--- config.mk ---
export PLATFORM = sky130hd
export DESIGN_NAME = regfile_dump_streamer_flat
export DESIGN_NICKNAME = d
export VERILOG_FILES = /design/src/rtl/regfile_dump_streamer_if.sv /design/src/rtl/regfile_dump_streamer.sv /design/src/flat_wrapper.sv
export SDC_FILE = /design/constraint.sdc
export NUM_CORES = 2
export LEC_CHECK = 0
export ABC_AREA = 1
export BUFFER_PORTS_ARGS = -buffer_cell sky130_fd_sc_hd__buf_2
export CAP_MARGIN = 20
export CORE_AREA = 3 3 426 428
export CTS_BUF_LIST = sky130_fd_sc_hd__clkbuf_16
export DETAILED_ROUTE_END_ITERATION = 6
export DIE_AREA = 0 0 429 431
export HOLD_SLACK_MARGIN = 0.08
export PLACE_DENSITY = 0.45
export SYNTH_ARGS = -nofsm -noshare
export SYNTH_HDL_FRONTEND = slang
export SYNTH_SLANG_ARGS = --single-unit
--- constraint.sdc ---
create_clock -name clk -period 1.6 [get_ports clk]
set_clock_uncertainty 0.1 [all_clocks]
set_input_delay 0.24 -clock clk [delete_from_list [all_inputs] [get_ports clk]]
set_output_delay 0.24 -clock clk [all_outputs]
set_load 0.02 [all_outputs]
--- src/rtl/regfile_dump_streamer_if.sv ---
// Valid/ready stream carrying one register-file dump entry per transfer.
interface regfile_dump_streamer_if #(
  parameter int IDX_W      = 5,
  parameter int DATA_WIDTH = 32
);
  logic                  out_valid;
  logic                  out_ready;
  logic [IDX_W-1:0]      out_index;
  logic [DATA_WIDTH-1:0] out_data;
  logic                  out_last;

  modport master (output out_valid, out_index, out_data, out_last, input out_ready);
  modport slave  (input  out_valid, out_index, out_data, out_last, output out_ready);
endinterface

--- src/rtl/regfile_dump_streamer.sv ---
// Snapshots the register file on start and streams it out entry by entry,
// accumulating an XOR checksum over accepted entries.
module regfile_dump_snap_lane #(
  parameter int W = 32
) (
  input  logic         clk,
  input  logic         reset_n,
  input  logic         load,
  input  logic [W-1:0] d,
  output logic [W-1:0] q
);
  always_ff @(posedge clk or negedge reset_n) begin
    if (!reset_n)  q <= '0;
    else if (load) q <= d;
  end
endmodule

module regfile_dump_streamer #(
  parameter int REGISTER_FILE_SIZE = 32,
  parameter int DATA_WIDTH         = 32,
  parameter int IDX_W              = $clog2(REGISTER_FILE_SIZE)
) (
  input  logic                                            clk,
  input  logic                                            reset_n,
  input  logic                                            start,
  input  logic                                            abort,
  input  logic [REGISTER_FILE_SIZE-1:0][DATA_WIDTH-1:0]   debug_reg,
  regfile_dump_streamer_if.master                         dump,
  output logic                                            busy,
  output logic                                            done,
  output logic [DATA_WIDTH-1:0]                           checksum
);
  typedef enum logic [1:0] {IDLE, STREAM, DONE} state_t;

  state_t                                          state, state_n;
  logic [REGISTER_FILE_SIZE-1:0][DATA_WIDTH-1:0]   snap;
  logic [IDX_W-1:0]                                cnt;
  logic [DATA_WIDTH-1:0]                           snap_rd;
  logic                                            load, xfer, at_last;

  genvar g;
  generate
    for (g = 0; g < REGISTER_FILE_SIZE; g++) begin : g_lane
      regfile_dump_snap_lane #(.W(DATA_WIDTH)) u_lane (
        .clk     (clk),
        .reset_n (reset_n),
        .load    (load),
        .d       (debug_reg[g]),
        .q       (snap[g])
      );
    end
  endgenerate

  assign snap_rd = snap[cnt];
  assign at_last = (cnt == IDX_W'(REGISTER_FILE_SIZE-1));

  always_ff @(posedge clk or negedge reset_n) begin
    if (!reset_n) state <= IDLE;
    else          state <= state_n;
  end

  // abort has priority over a coincident transfer
  always_comb begin
    state_n = state;
    load    = 1'b0;
    xfer    = 1'b0;
    case (state)
      IDLE: begin
        if (start) begin
          state_n = STREAM;
          load    = 1'b1;
        end
      end
      STREAM: begin
        if (abort) begin
          state_n = IDLE;
        end else if (dump.out_ready) begin
          xfer = 1'b1;
          if (at_last) state_n = DONE;
        end
      end
      DONE:    state_n = IDLE;
      default: state_n = IDLE;
    endcase
  end

  always_ff @(posedge clk or negedge reset_n) begin
    if (!reset_n) begin
      cnt      <= '0;
      checksum <= '0;
    end else if (load) begin
      cnt      <= '0;
      checksum <= '0;
    end else if (xfer) begin
      checksum <= checksum ^ snap_rd;
      if (!at_last) cnt <= cnt + 1'b1;
    end
  end

  always_comb begin
    dump.out_valid = (state == STREAM);
    dump.out_index = dump.out_valid ? cnt : '0;
    dump.out_data  = dump.out_valid ? snap_rd : '0;
    dump.out_last  = dump.out_valid && at_last;
    busy           = (state != IDLE);
    done           = (state == DONE);
  end
endmodule

--- src/flat_wrapper.sv ---
// flat-port wrapper written by rule: the top's interface ports become plain ports
module regfile_dump_streamer_flat 
#(
  parameter int REGISTER_FILE_SIZE = 32,
  parameter int DATA_WIDTH         = 32,
  parameter int IDX_W              = $clog2(REGISTER_FILE_SIZE)
)
  (clk, reset_n, start, abort, debug_reg, busy, done, checksum, dump_out_valid, dump_out_index, dump_out_data, dump_out_last, dump_out_ready);
  regfile_dump_streamer_if #(.IDX_W(IDX_W), .DATA_WIDTH(DATA_WIDTH)) dump_i ();
  input  logic clk;
  input  logic reset_n;
  input  logic start;
  input  logic abort;
  input  logic [REGISTER_FILE_SIZE-1:0][DATA_WIDTH-1:0] debug_reg;
  output logic busy;
  output logic done;
  output logic [DATA_WIDTH-1:0] checksum;
  output wire logic [$bits(dump_i.out_valid)-1:0] dump_out_valid;
  output wire logic [$bits(dump_i.out_index)-1:0] dump_out_index;
  output wire logic [$bits(dump_i.out_data)-1:0] dump_out_data;
  output wire logic [$bits(dump_i.out_last)-1:0] dump_out_last;
  input wire logic [$bits(dump_i.out_ready)-1:0] dump_out_ready;
  assign dump_out_valid = dump_i.out_valid;
  assign dump_out_index = dump_i.out_index;
  assign dump_out_data = dump_i.out_data;
  assign dump_out_last = dump_i.out_last;
  assign dump_i.out_ready = dump_out_ready;
  regfile_dump_streamer #(.REGISTER_FILE_SIZE(REGISTER_FILE_SIZE), .DATA_WIDTH(DATA_WIDTH), .IDX_W(IDX_W)) u_core (.clk(clk), .reset_n(reset_n), .start(start), .abort(abort), .debug_reg(debug_reg), .dump(dump_i), .busy(busy), .done(done), .checksum(checksum));
endmodule
=== Word level (Yosys, flattened, before mapping) ===
Index checks and enable logic that the tools add are counted.

* Magnitude comparators: 1
* Bitwise gates (word level): 1
* Shift operators: 0
* Equal/unequal tests: 7
* Reductions and logical operators: 6
* Add/sub/neg operators: 1
* Div/mod/pow operators: 0
* $mul: 0
* Muxes and demuxes: 19

{| class="wikitable"
|+ Operators by type and width
! cell !! count
|-
| $bmux 32 s5 || 1
|-
| $mux 32 || 4
|-
| $xor 32x32->32 || 1
|-
| $mux 5 || 4
|-
| $mux 2 || 4
|-
| $lt 5x6->1 const B || 1
|-
| $ne 3x2->1 const B || 2
|-
| $add 5x1->5 const B || 1
|-
| $eq 5x5->1 const B || 1
|-
| $mux 1 || 5
|-
| $ne 2x2->1 const B || 2
|-
| $pmux 2 s2 || 1
|-
| $reduce_bool 2->1 || 2
|-
| $reduce_and 3->1 || 1
|-
| $eq 2x1->1 const B || 1
|-
| $eq 2x2->1 const B || 1
|-
| $logic_not 2->1 || 1
|-
| $reduce_and 2->1 || 1
|-
| $logic_and 1x1->1 || 1
|}

* Logic and storage cells: 70
* RAM bits: 0
* Bits in latches: 0
* Bits in read-only memories: 0
* Memories: 0
* Input port bits: 1,029
* Bits in registers: 1,063
* Output and inout bits: 73

=== Depth between registers and ports, before layout ===
* Word-level depth: 5
* Mapped depth: 15
* Depth with buffers taken out: 11

=== Cells and area by module ===
Synthesis repeated with hierarchy kept, for this count alone.

* Cell total of the unflattened synthesis: 7,419
* Area, all modules: 55,012.8 um^2

{| class="wikitable"
|+ Modules (own cells, without submodules)
! module !! area an instance (um^2) !! instances !! seq. area each (um^2) !! cells each
|-
| regfile_dump_snap_lane || 1,292.5 || 32 || 800.8 || 136
|-
| regfile_dump_streamer || 13,653.1 || 1 || 975.9 || 3,067
|}

=== Worst setup path before layout ===
OpenSTA, ideal clock, no wires.

* Path kind: register -> output
* Start: reg u_core.cnt[0]
* End: out dump_out_data[10]
* Arrival: 1.641 ns
* Path slack: -0.381 ns
* Required time: 1.260 ns
* Cell stages (with the launch flop): 14
* Path through: dfrtp_1 buf_6 inv_2 buf_6 buf_6 buf_4 nand2_1 nand3_1 nand3_1 nand2_1 nand2_1 nand2_1 nand2_1 nor2_1

* Cells in the longest elaborated chain, start to end: 3

{| class="wikitable"
|+ Ends and longest elaborated chain
! element !! line !! source
|-
| start: declaration || regfile_dump_streamer.sv:37 || <nowiki>logic [IDX_W-1:0] cnt;</nowiki>
|-
| start signal: assignment || regfile_dump_streamer.sv:96 || <nowiki>if (!at_last) cnt <= cnt + 1'b1;</nowiki>
|-
| $bmux 32 s5 || regfile_dump_streamer.sv:54 || <nowiki>assign snap_rd = snap[cnt];</nowiki>
|-
| $mux 32 (not written as such) || regfile_dump_streamer.sv:54 ||
|-
| $mux 32 || regfile_dump_streamer.sv:103 || <nowiki>dump.out_data = dump.out_valid ? snap_rd : '0;</nowiki>
|-
| end: declaration || flat_wrapper.sv:20 || <nowiki>output wire logic [$bits(dump_i.out_data)-1:0] dump_out_data;</nowiki>
|}

Every way passes these cells. The select of a mux whose other input is x is not followed.

=== Worst setup path after layout ===
* Start: reg u_core.cnt[0]
* End: out dump_out_data[15]

The elaborated chain is that of the path after synthesis.

==> metrics.txt <==
gpl congestion 0.9154; worst hold path type primary input to flip-flop; nets@finish 10,850; CTS tree yes; die width 429 um; PnR Total Power around 120 mW; Fin. Hold Viols 0; Peak VDD IR roughly 0.77 mV; Internal between 70 and 80 mW; crit end category output pin; combinational share of power 45.1%; Final Non-Filler Cells 12,290; Min-Delay Path Depth 4; detailed-route DRC error count 0; Inst Count DP between 10,000 and 15,000; Worst-Margin Slew 0.8396 ns; cell area after synthesis 50,610 um^2; worst r2r path cells 16; clock transition at the registers of the reported paths approximately 0.060 ns; Vias/cell 4.723; status complete, but fails checks; pin count of the biggest net entering global routing 111; total wire length approximately 280,000 um; GR Overflow Total 0; reg2reg end u_core.checksum[14]$_DFFE_PN0P_; number of DRC markers in iteration 0 4,694; r2r setup slk -1.04 ns; CTS buffer count approximately 130; clk buf depth 3; Filler Cell Count 17,280; die area between 150,000 and 200,000 um^2; Core Area 178,200 um^2; Worst Hold Endpoint u_core.g_lane[21].u_lane.q[17]$_DFFE_PN0P_; Rows 155; Multi-input gate area between 20,000 and 25,000 um^2; wire per inst ~22 um; post-route cell area around 84,000 um^2; critical path arrival about 3.0 ns; All-Layer GR Usage 29.04%; Starting Density 28.40%; layout cell share with drive strength beyond 1 25.74%; ANT nets after route 0; vias in the first global route 60,350; Worst EP required 1.26 ns; Post-Place Worst Slack -1.323 ns; post-synthesis sequential area ratio 52.56%; hold path start debug_reg[689]; Reg-to-Reg Start u_core.cnt[0]$_DFFE_PN0P_; failing checks negative setup slack; storage element area 26,610 um^2; routed vias between 50,000 and 60,000; static leakage 43.79 nW; Tmin final ~3.3 ns; Clock Power Share 24.2%; post-synthesis cell type count 17; root buffer cell clkbuf_16; CP startpoint kind flip-flop; Synth-to-Final Area Change 66.22%; Max-cap violations 0; pwr dens 1421 nW/um^2; setup violators final 1,795; H-tree levels 4; Syn Area/Cell 7.160 um^2; slew margin rel. between 40% and 50%; DP HPWL 194,800 um; post-route clock period utilization 207.3%; final worst setup slack -1.717 ns; post-synthesis sequential element count 1,063; initial antenna violation count 25; Detailed Routing Iterations Pass 1 5; setup TNS -523.99 ns; post-synthesis net count 8,100; Psw 48.09 mW; Clock Latency Late Sink 0.78 ns; sequential share of power between 30 and 40%; first-pass GRT wire length approximately 400,000 um; IO Count 1,102; worst setup path category flip-flop to output pin; RSZ-0062 raised after global routing true; Max FO, Critical Path 12; fin. max-slew vios 0; Die H 431 um; fmax roughly 0.3 GHz; switching portion of total power approximately two fifths; placed cell areas ~64,000 um^2; clock sink total 1,063; IO Port Bufs ~1,100; Gate Count Post-Synth 7,069; synth warn 0
==> state kept, by name (all words and copies together) (netlist names) <==
register / count
u_core.checksum: 32
u_core.cnt: 5
u_core.g_lane.u_lane.q: 1024
u_core.state: 2
==> cell usage after synthesis <==
library cell | count | area (um^2)
buf_2 | 190 | 950.9
inv_2 | 35 | 131.4
nand3_1 | 677 | 3388
ha_1 | 2 | 25.02
nor2_1 | 172 | 645.6
nand2_1 | 4488 | 16850
nor2_2 | 2 | 12.51
buf_4 | 6 | 45.04
buf_1 | 25 | 93.84
dfrtp_1 | 1063 | 26600
o21ai_0 | 5 | 25.02
a21oi_1 | 99 | 495.5
clkbuf_1 | 214 | 803.3
nand4_1 | 32 | 200.2
inv_1 | 41 | 153.9
buf_6 | 17 | 191.4
clkinv_1 | 1 | 3.750
==> per-stage QoR <==
step                      hold slack (ns)  util, %
final                              0.1094    47.20
after global routing              0.08597    47.20
after CTS                         0.08010    46.08
after detailed placement           0.3040    36.12
after global placement             0.2984    36.12
after floorplan                   -0.1556        -
==> kinds of logic (layout without fill, tap and decap cells) <==
group / after synthesis / count (layout) / synth area share [%]
adders and majority gates: 2 / 2 / 0.04943
and+or+nand+nor: 5371 / 5371 / 41.68
AOI/OAI and AO/OA: 104 / 104 / 1.028
other: 0 / 18 / 0
DFF: 1063 / 1063 / 52.56
buffers and inverters: 529 / 3374 / 4.690
==> per-layer routing <==
metal	GRT usage, %	wire (um)	up-vias
li1	-	-	27380
met1	36.97	115700	27560
met2	45.54	124800	2322
met3	4.463	14480	773
met4	19.88	21240	2
met5	0	13	-
==> cells in the final DEF (no fill, tap or decap), types with 66 or more instances in the layout <==
master	count
nand2_2	165
dlygate4sd3_1	1215
buf_12	144
dfrtp_1	1060
nor2_4	73
nand2_1	4246
clkbuf_16	151
nand3_2	96
buf_2	1065
buf_4	548
nand3_1	575
nand2_4	74
nor2_1	69
inv_1	66
==> what timing repair did <==
action                                  in CTS  in global routing
hold buffers                              1215                  0
pin swaps                                   25                117
gates resized for setup                    311                373
setup buffers                               19                 39
hold endpoints to repair                  2102                  0
endpoints found under the setup margin    1136               1795
cloned                                      11                 14
==> critical path, stage by stage, from the launching register on <==
cell and delay (ns):
dfrtp_4 0.49, buf_6 0.15, buf_12 0.14, buf_12 0.13, clkbuf_16 0.17, nand2_1 0.06
nand3_1 0.07, nand3_1 0.19, nand2_2 0.20, nand2_4 0.10, nand2_1 0.12, nand2_2 0.07
nor2_4 0.16, buf_6 0.14
==> final cells by class <==
| type | count | area share [%] |
|---|---|---|
| Tap cell | 2355 | 3.503 |
| Inverter | 77 | 0.4001 |
| Clock buffer | 138 | 4.105 |
| Sequential cell | 1063 | 31.63 |
| Timing Repair Buffer | 3066 | 30.96 |
| Multi-Input combinational cell | 5477 | 28.57 |
| Timing Repair inverter | 3 | 0.08477 |
| Antenna cell | 18 | 0.05354 |
| Clock inverter | 90 | 0.6916 |
==> power by group through the flow <==
stage               combinational, mW  sequential [mW]  clock, mW
global placement                 43.6             37.0          0
finish                           53.9             36.7       28.9
detailed placement               43.8             37.0          0
global route                     58.4             37.3       30.6
CTS                              50.0             36.6       29.5
floorplan                        22.2             35.8          0
==> worst max path at each step <==
stage	start	end	slack [ns]	cells after the start
floorplan	u_core.cnt[0]$_DFFE_PN0P_	dump_out_data[25]	-0.25	13
global placement	u_core.cnt[0]$_DFFE_PN0P_	dump_out_data[7]	-1.32	11
detailed placement	u_core.cnt[0]$_DFFE_PN0P_	dump_out_data[5]	-1.32	13
CTS	u_core.cnt[0]$_DFFE_PN0P_	dump_out_data[21]	-1.89	14
global route	u_core.cnt[0]$_DFFE_PN0P_	dump_out_data[15]	-1.81	14
finish	u_core.cnt[0]$_DFFE_PN0P_	dump_out_data[15]	-1.72	13
Power figures use the tool's default switching activity.
